===== src/rtl/serial_addsub.sv =====
// serial_addsub: bit-serial adder/subtractor, LSB first, one full-adder cell.
// Operands load in parallel on an accepted start. One result bit is produced
// per non-held SHIFT edge, and the result builds up in the A shift register.
// Optional macro SERIAL_ADDSUB_OVF_EN: when defined, a registered signed-overflow
// flag is built. When undefined, the overflow output is a constant 0.
module serial_addsub #(
   parameter int WIDTH = 4
) (
   input  logic             clk,
   input  logic             clear,
   input  logic             start,
   input  logic             sub,
   input  logic             hold,
   input  logic [WIDTH-1:0] a_in,
   input  logic [WIDTH-1:0] b_in,
   output logic             busy,
   output logic             done,
   output logic [WIDTH-1:0] sum_out,
   output logic             carry_out,
   output logic             overflow
);

   localparam int CW = $clog2(WIDTH + 1);

   typedef enum logic [1:0] {IDLE = 2'd0, SHIFT = 2'd1, DONE = 2'd2} state_t;

   state_t           state_reg, state_next;
   logic [WIDTH-1:0] a_reg;
   logic [WIDTH-1:0] b_reg;
   logic             carry_reg;
   logic [CW-1:0]    cnt_reg;
   logic             carry_out_reg;
   logic             s_bit;
   logic             c_bit;
   logic             last_shift;
   logic             load;
   logic             shift_en;

   // Full-adder cell on the current LSBs and the registered carry.
   always_comb begin
      s_bit      = a_reg[0] ^ b_reg[0] ^ carry_reg;
      c_bit      = (a_reg[0] & b_reg[0]) | (a_reg[0] & carry_reg) | (b_reg[0] & carry_reg);
      last_shift = (cnt_reg == CW'(WIDTH - 1));
   end

   // Next-state and handshake decode. The hold input only matters in SHIFT.
   always_comb begin
      state_next = state_reg;
      load       = 1'b0;
      shift_en   = 1'b0;
      busy       = 1'b0;
      done       = 1'b0;
      case (state_reg)
         IDLE: begin
            if (start) begin
               load       = 1'b1;
               state_next = SHIFT;
            end
         end
         SHIFT: begin
            busy = 1'b1;
            if (!hold) begin
               shift_en = 1'b1;
               if (last_shift) begin
                  state_next = DONE;
               end
            end
         end
         DONE: begin
            busy       = 1'b1;
            done       = 1'b1;
            state_next = IDLE;
         end
         default: state_next = IDLE;
      endcase
   end

   // State register.
   always_ff @(posedge clk or negedge clear) begin
      if (!clear) begin
         state_reg <= IDLE;
      end else begin
         state_reg <= state_next;
      end
   end

   // Operand shift registers, serial carry and bit counter.
   // Subtraction is done as A + ~B + 1: B is inverted at load and the carry is preset to 1.
   always_ff @(posedge clk or negedge clear) begin
      if (!clear) begin
         a_reg     <= '0;
         b_reg     <= '0;
         carry_reg <= 1'b0;
         cnt_reg   <= '0;
      end else if (load) begin
         a_reg     <= a_in;
         b_reg     <= sub ? ~b_in : b_in;
         carry_reg <= sub;
         cnt_reg   <= '0;
      end else if (shift_en) begin
         a_reg     <= {s_bit, a_reg[WIDTH-1:1]};
         b_reg     <= {1'b0, b_reg[WIDTH-1:1]};
         carry_reg <= c_bit;
         cnt_reg   <= cnt_reg + 1'b1;
      end
   end

   // The final carry is captured on the last shift and held until the next completion.
   always_ff @(posedge clk or negedge clear) begin
      if (!clear) begin
         carry_out_reg <= 1'b0;
      end else if (shift_en && last_shift) begin
         carry_out_reg <= c_bit;
      end
   end

`ifdef SERIAL_ADDSUB_OVF_EN
   logic overflow_reg;

   // Signed overflow is the carry into the MSB XOR the carry out of the MSB.
   always_ff @(posedge clk or negedge clear) begin
      if (!clear) begin
         overflow_reg <= 1'b0;
      end else if (shift_en && last_shift) begin
         overflow_reg <= carry_reg ^ c_bit;
      end
   end

   assign overflow = overflow_reg;
`else
   assign overflow = 1'b0;
`endif

   assign sum_out   = a_reg;
   assign carry_out = carry_out_reg;

endmodule


===== config.mk =====
export PLATFORM = sky130hd
export DESIGN_NAME = serial_addsub
export DESIGN_NICKNAME = d
export VERILOG_FILES = /design/src/rtl/serial_addsub.sv
export SDC_FILE = /design/constraint.sdc
export NUM_CORES = 1
export LEC_CHECK = 0
export CORE_MARGIN = 5
export CORE_UTILIZATION = 51
export CTS_CLUSTER_DIAMETER = 200
export CTS_CLUSTER_SIZE = 12
export DETAILED_ROUTE_END_ITERATION = 6
export PLACE_DENSITY_LB_ADDON = 0.2
export SETUP_SLACK_MARGIN = 0.3
export SYNTH_ARGS = -nofsm -noshare
export SYNTH_HDL_FRONTEND = slang
export SYNTH_SLANG_ARGS = --single-unit

===== constraint.sdc =====
create_clock -name clk -period 2.5 [get_ports clk]
set_clock_uncertainty 0.15 [all_clocks]
set_input_delay 0.25 -clock clk [delete_from_list [all_inputs] [get_ports clk]]
set_output_delay 0.25 -clock clk [all_outputs]
set_load 0.01 [all_outputs]

==> results_dict.tcl, run 1 <==
set metrics [dict create \
    grt_max_degree 16 \
    cts_htree_levels 1 \
    fp.dieH_um 51.1 \
    grt_use_total 0.129 \
    crit_type "register to output port" \
    slew_headroom 0.550 \
    grt_pass1_wl_um 2530 \
    hold_path_class "input port to async pin" \
    synth_top_family_by_area "multiplexers" \
    syn2layout_area_growth_pct 21.5 \
    cts_buffer_depth 2 \
    gp_congestion 0.703 \
    cts.sinks 15 \
    globalRouteOverflowTotal 0 \
    fin_crit_sh 0.793 \
    yosysSeqAreaShare 0.436 \
    drtIter0Drc 10 \
    drv_cap 0 \
    fin_hold_ws_ns 0.209 \
    core_sq_um 1560 \
    place_hpwl_um 1140 \
    setup_viol 0 \
    avgViaCountPerCell 5.11 \
    worstPathArrival_ns 1.58 \
    cp-start-kind "register" \
    clock_latency_ns 0.28 \
    synth-xor-area-share 0.0509 \
    syn_nets 101 \
    placementRows 14 \
    synth_compound_area_frac 0.0640 \
    io_buffers 19 \
    final_util 0.671 \
    finalWirelength_um 1420 \
    cts_tree "yes" \
    p_per_area_nw_per_um2 1060 \
    vias 577 \
    n_antenna_cell 0 \
    first_global_vias 569 \
    synthCells 80 \
    synthSimpleGateAreaFrac 0.103 \
    status "completed" \
    die_area_sq_um 2610 \
    wl_per_cell_um 12.6 \
    yosys_warnings 0 \
    max-vdd-ir-drop_mv 0.600 \
    tightest_slew_ns 0.674 \
    antenna_found_initial 0 \
    power.leakage_nw 0.507 \
    fin_crit_ns 1.98 \
    io_pins 21 \
    hold_viol 0 \
    clock-root-buffer "clkbuf_4" \
    hold_buffers 0 \
    synth_cell_types 25 \
    fin_area_sq_um 1050 \
    rsz0062_at_grt "no" \
    setup-tns-final_ns 0 \
    cts.repair.resized 0 \
    synth.ff_latch_count 15 \
    drtPass1Iterations 4 \
    cts_buffers 3 \
    clk_pin_slew_worst_paths_ns 0.08 \
    die_x_um 51.1 \
    fmax_mhz 504 \
    syn_avg_cell_area_sq_um 10.8 \
    layout-drive-gt1-share 0.0619 \
    synthAdderAreaFrac 0.125 \
    fillCellCount 123 \
    synth_area_sq_um 861 \
    crit_required_ns 2.10 \
    layout.nets 119 \
    antenna_left 0 \
    postPlaceCellArea_sq_um 1020 \
    crit_fanout 4 \
    post_cts_buffers 0 \
    drc 0 \
    start_util 0.552 \
    slew_viol_final 0 \
    endpoint_kind "output port" \
    synthMuxAreaShare 0.144 \
]
## kinds of logic (layout without fill, tap and decap cells)
family,Yosys count,count (layout)
adder cells (fa/ha/maj),8,8
flip-flops,15,15
AND/OR/NAND/NOR,19,19
buffers and inverters,9,26
XOR/XNOR,5,5
AO/OA/AOI/OAI,11,11
multiplexers,12,12
other,1,1
## layout by cell type, fill, tap and decap left out, drive strengths merged, types with 2 or more instances in the layout
cell type,instances
a21oi,7
clkbuf,4
clkdlybuf4s50,19
dfrtp,15
ha,7
inv,3
mux2,3
mux2i,9
nand2,5
nand2b,2
nor2,7
o21ai,4
xor2,4
## Yosys cell counts, drive strengths merged
library cell / instances / area (sq um)
mux2: 3 / 33.8
nand3b: 1 / 7.51
or2: 1 / 6.26
a21oi: 7 / 35.0
ha: 7 / 87.6
xor2: 4 / 35.0
o21ai: 4 / 20.0
buf: 4 / 43.8
nor2b: 1 / 6.26
conb: 1 / 3.75
dfrtp: 15 / 375
clkbuf: 2 / 7.51
nand2: 5 / 18.8
mux2i: 9 / 90.1
xnor2: 1 / 8.76
fa: 1 / 20.0
nand2b: 2 / 12.5
nand3: 1 / 5.00
nor2: 7 / 26.3
inv: 3 / 11.3
and2: 1 / 6.26
## critical path, stage by stage (launching register included)
cell and delay [ns]:
dfrtp_1 0.41, inv_1 0.10, ha_1 0.28, clkdlybuf4s50_1 0.53
## path summary, 6_finish.rpt
check | startpoint | to | slack [ns] | cells after the start
min reg2reg | carry_out | carry_out | 0.36 | 1
max in group asynchronous | clear | sum_out[0] | 1.58 | 1
max reg2reg | state_reg[1] | b_reg[0] | 0.67 | 5
min | clear | cnt_reg[2] | 0.21 | 1
max | state_reg[0] | busy | 0.52 | 3
min in group clk | carry_out | carry_out | 0.36 | 1
## final cells by class
| type | count | area, sq um | share of cell area |
|---|---|---|---|
| inverters | 3 | 11.3 | 0.0108 |
| well taps | 16 | 20.0 | 0.0191 |
| repair buffers | 19 | 190 | 0.182 |
| flip-flops and latches | 15 | 375 | 0.359 |
| multi-input cells | 56 | 423 | 0.404 |
| clock buffers | 4 | 26.3 | 0.0251 |
## power by group
part           internal [mW]  switching (mW)  leakage [nW]
clock                 0.0619          0.0719        0.0150
sequential             0.354          0.0812         0.184
combinational          0.289           0.247         0.308
## metal layers
layer,vias up,share of wire,GRT usage
met1,276,0.44,0.147
li1,291,-,-
met5,-,0,0
met2,10,0.49,0.215
met3,0,0.064,0.0610
met4,0,0,0.0404
## stage by stage
step	instances	setup WS, ns	power (mW)
2_1_floorplan	80	0.956	0.803
3_3_place_gp	109	0.591	0.961
3_5_place_dp	109	0.554	0.984
4_1_cts	113	0.508	1.12
5_1_grt	113	0.458	1.21
6_report	113	0.517	1.11
(Power assumes the default switching activity.)
==> run 2, diff against run 1 <==
--- a/config.mk
+++ b/config.mk
@@ -6,7 +6,7 @@
 export NUM_CORES = 1
 export LEC_CHECK = 0
 export CORE_MARGIN = 5
-export CORE_UTILIZATION = 51
+export CORE_UTILIZATION = 47
 export CTS_CLUSTER_DIAMETER = 200
 export CTS_CLUSTER_SIZE = 12
 export DETAILED_ROUTE_END_ITERATION = 6
==> constraint.sdc (replaced) <==
create_clock -name clk -period 1.9 [get_ports clk]
set_clock_uncertainty 0.15 [all_clocks]
set_input_delay 0.19 -clock clk [delete_from_list [all_inputs] [get_ports clk]]
set_output_delay 0.19 -clock clk [all_outputs]
set_load 0.01 [all_outputs]
==> run 2 against run 1 <==
Non-clock buffer count up 9. Clock power up 37%. Sequential share of layout area down 3.1 points. Critical path type is now register to register.
==> results_dict.tcl, run 2 (synthesized netlist as in run 1, its figures left out) <==
set metrics [dict create \
    multi_input_area_sq_um 437 \
    mostFrequentLayoutCells "dfrtp_1, clkdlybuf4s50_1, mux2i_1" \
    fillCellCount 151 \
    rr_startpoint "cnt_reg[0]" \
    cp-start-kind "register" \
    grt_pass1_wl_um 2950 \
    final_common_cell "dfrtp_1" \
    antenna_found_initial 0 \
    layout.nets 128 \
    rsz0062_at_grt "yes" \
    clock_latency_ns 0.28 \
    globalRouteOverflowTotal 0 \
    finalWirelength_um 1710 \
    clk_pin_slew_worst_paths_ns 0.09 \
    setup-tns-final_ns 0 \
    fin_hold_ws_ns 0.0581 \
    worstReg2RegEnd "state_reg[1]" \
    rr_worst_depth 5 \
    antenna_left 0 \
    worstPathArrival_ns 1.59 \
    grt_max_degree 16 \
    layout.area.seq_sq_um 375 \
    avgViaCountPerCell 4.79 \
    hold_path_class "input port to async pin" \
    r2r_slack_ns 0.34 \
    cp_slowest_stage_delay_ns 0.37 \
    die_area_sq_um 2790 \
    crit_path_frequent_cell "ha_1" \
    drv_cap 0 \
    n_antenna_cell 0 \
    fin_area_sq_um 1140 \
    p_per_area_nw_per_um2 1390 \
    placementRows 15 \
    drc 0 \
    cts.sinks 15 \
    hold_viol 0 \
    layout-drive-gt1-share 0.208 \
    endpoint_kind "register" \
    setup_viol 0 \
    fin_crit_sh 0.823 \
    cts_buffers 3 \
    start_util 0.499 \
    finalPower_mw 1.59 \
    first_global_vias 674 \
    grt_use_total 0.152 \
    drtIter0Drc 3 \
    cts_htree_levels 1 \
    crit_type "register to register" \
    worstPathCellList "ha_1, ha_1, nand2b_1, a21oi_2, mux2_2" \
    crit_required_ns 1.93 \
    io_pins 21 \
    crit_fanout 2 \
    final_util 0.663 \
    drtPass1Iterations 2 \
    wl_per_cell_um 13.0 \
    fp.dieH_um 52.8 \
    slew_viol_final 0 \
    status "completed" \
    die_x_um 52.8 \
    syn2layout_area_growth_pct 33.0 \
    io_buffers 19 \
    gp_congestion 0.702 \
    fin_crit_ns 1.56 \
    core_sq_um 1730 \
    fmax_mhz 639 \
    cts_buffer_depth 2 \
    cts_tree "yes" \
    vias 628 \
    clock-root-buffer "clkbuf_4" \
    place_hpwl_um 1200 \
    max-vdd-ir-drop_mv 0.723 \
    power.leakage_nw 0.581 \
    startpoint "cnt_reg[0]" \
    crit_slowest_cell "dfrtp_1" \
    postPlaceCellArea_sq_um 1050 \
]
run 2: cell types whose count changed in the layout (fill, tap and decap cells not counted), sizes merged:
cell | previous run | this run
clkdlybuf4s50 | 19 | 14
dlymetal6s2s | 0 | 3
buf | 0 | 8
clkinv | 0 | 1
clkbuf | 4 | 6
run 2: critical path: cells and delay by family, from the launching register on:
family,cells,cell delay [ns]
AOI/OAI and AO/OA,1,0.15
adders and majority gates,2,0.36
DFF,1,0.37
muxes,1,0.35
and+or+nand+nor,1,0.08
run 2: final cells by class:
type,count,share of cell area
inverter,3,0.00984
sequential,15,0.328
clock inverter,1,0.00437
clock buffer,3,0.0197
multi-input combinational,56,0.381
tap,25,0.0273
timing repair buffer,28,0.230
run 2: routing by layer:
| metal | part of all wire | track usage | vias up |
|---|---|---|---|
| met1 | 0.42 | 0.168 | 302 |
| met4 | 0.019 | 0.0894 | 0 |
| met3 | 0.044 | 0.0427 | 4 |
| li1 | - | - | 310 |
| met5 | 0 | 0 | - |
| met2 | 0.52 | 0.256 | 12 |
run 2: timing repair:
action	in CTS	in global routing
pin swaps	0	1
endpoints found under the setup margin	8	16
gates resized for setup	7	9
hold buffers	0	0
gates cloned	1	0
buffers inserted	5	1
run 2: worst max-delay path by stage:
stage                    to
2_1_floorplan  state_reg[0]
5_1_grt        state_reg[1]
6_report       state_reg[1]
3_5_place_dp     sum_out[2]
4_1_cts                busy
3_3_place_gp           busy
run 2: per-stage QoR:
| stage | setup WS, ns | std cells |
|---|---|---|
| floorplan | 0.356 | 80 |
| global placement | 0.303 | 120 |
| detailed placement | 0.276 | 120 |
| CTS | 0.301 | 130 |
| global route | 0.281 | 131 |
| finish | 0.335 | 131 |
run 2: report_power, final:
group / switching, mW / internal (mW) / total, mW / leakage (nW)
Clock: 0.105 / 0.0782 / 0.184 / 0.0177
Combinational: 0.393 / 0.454 / 0.846 / 0.380
Sequential: 0.0903 / 0.466 / 0.556 / 0.184
Total: 0.588 / 0.998 / 1.59 / 0.581
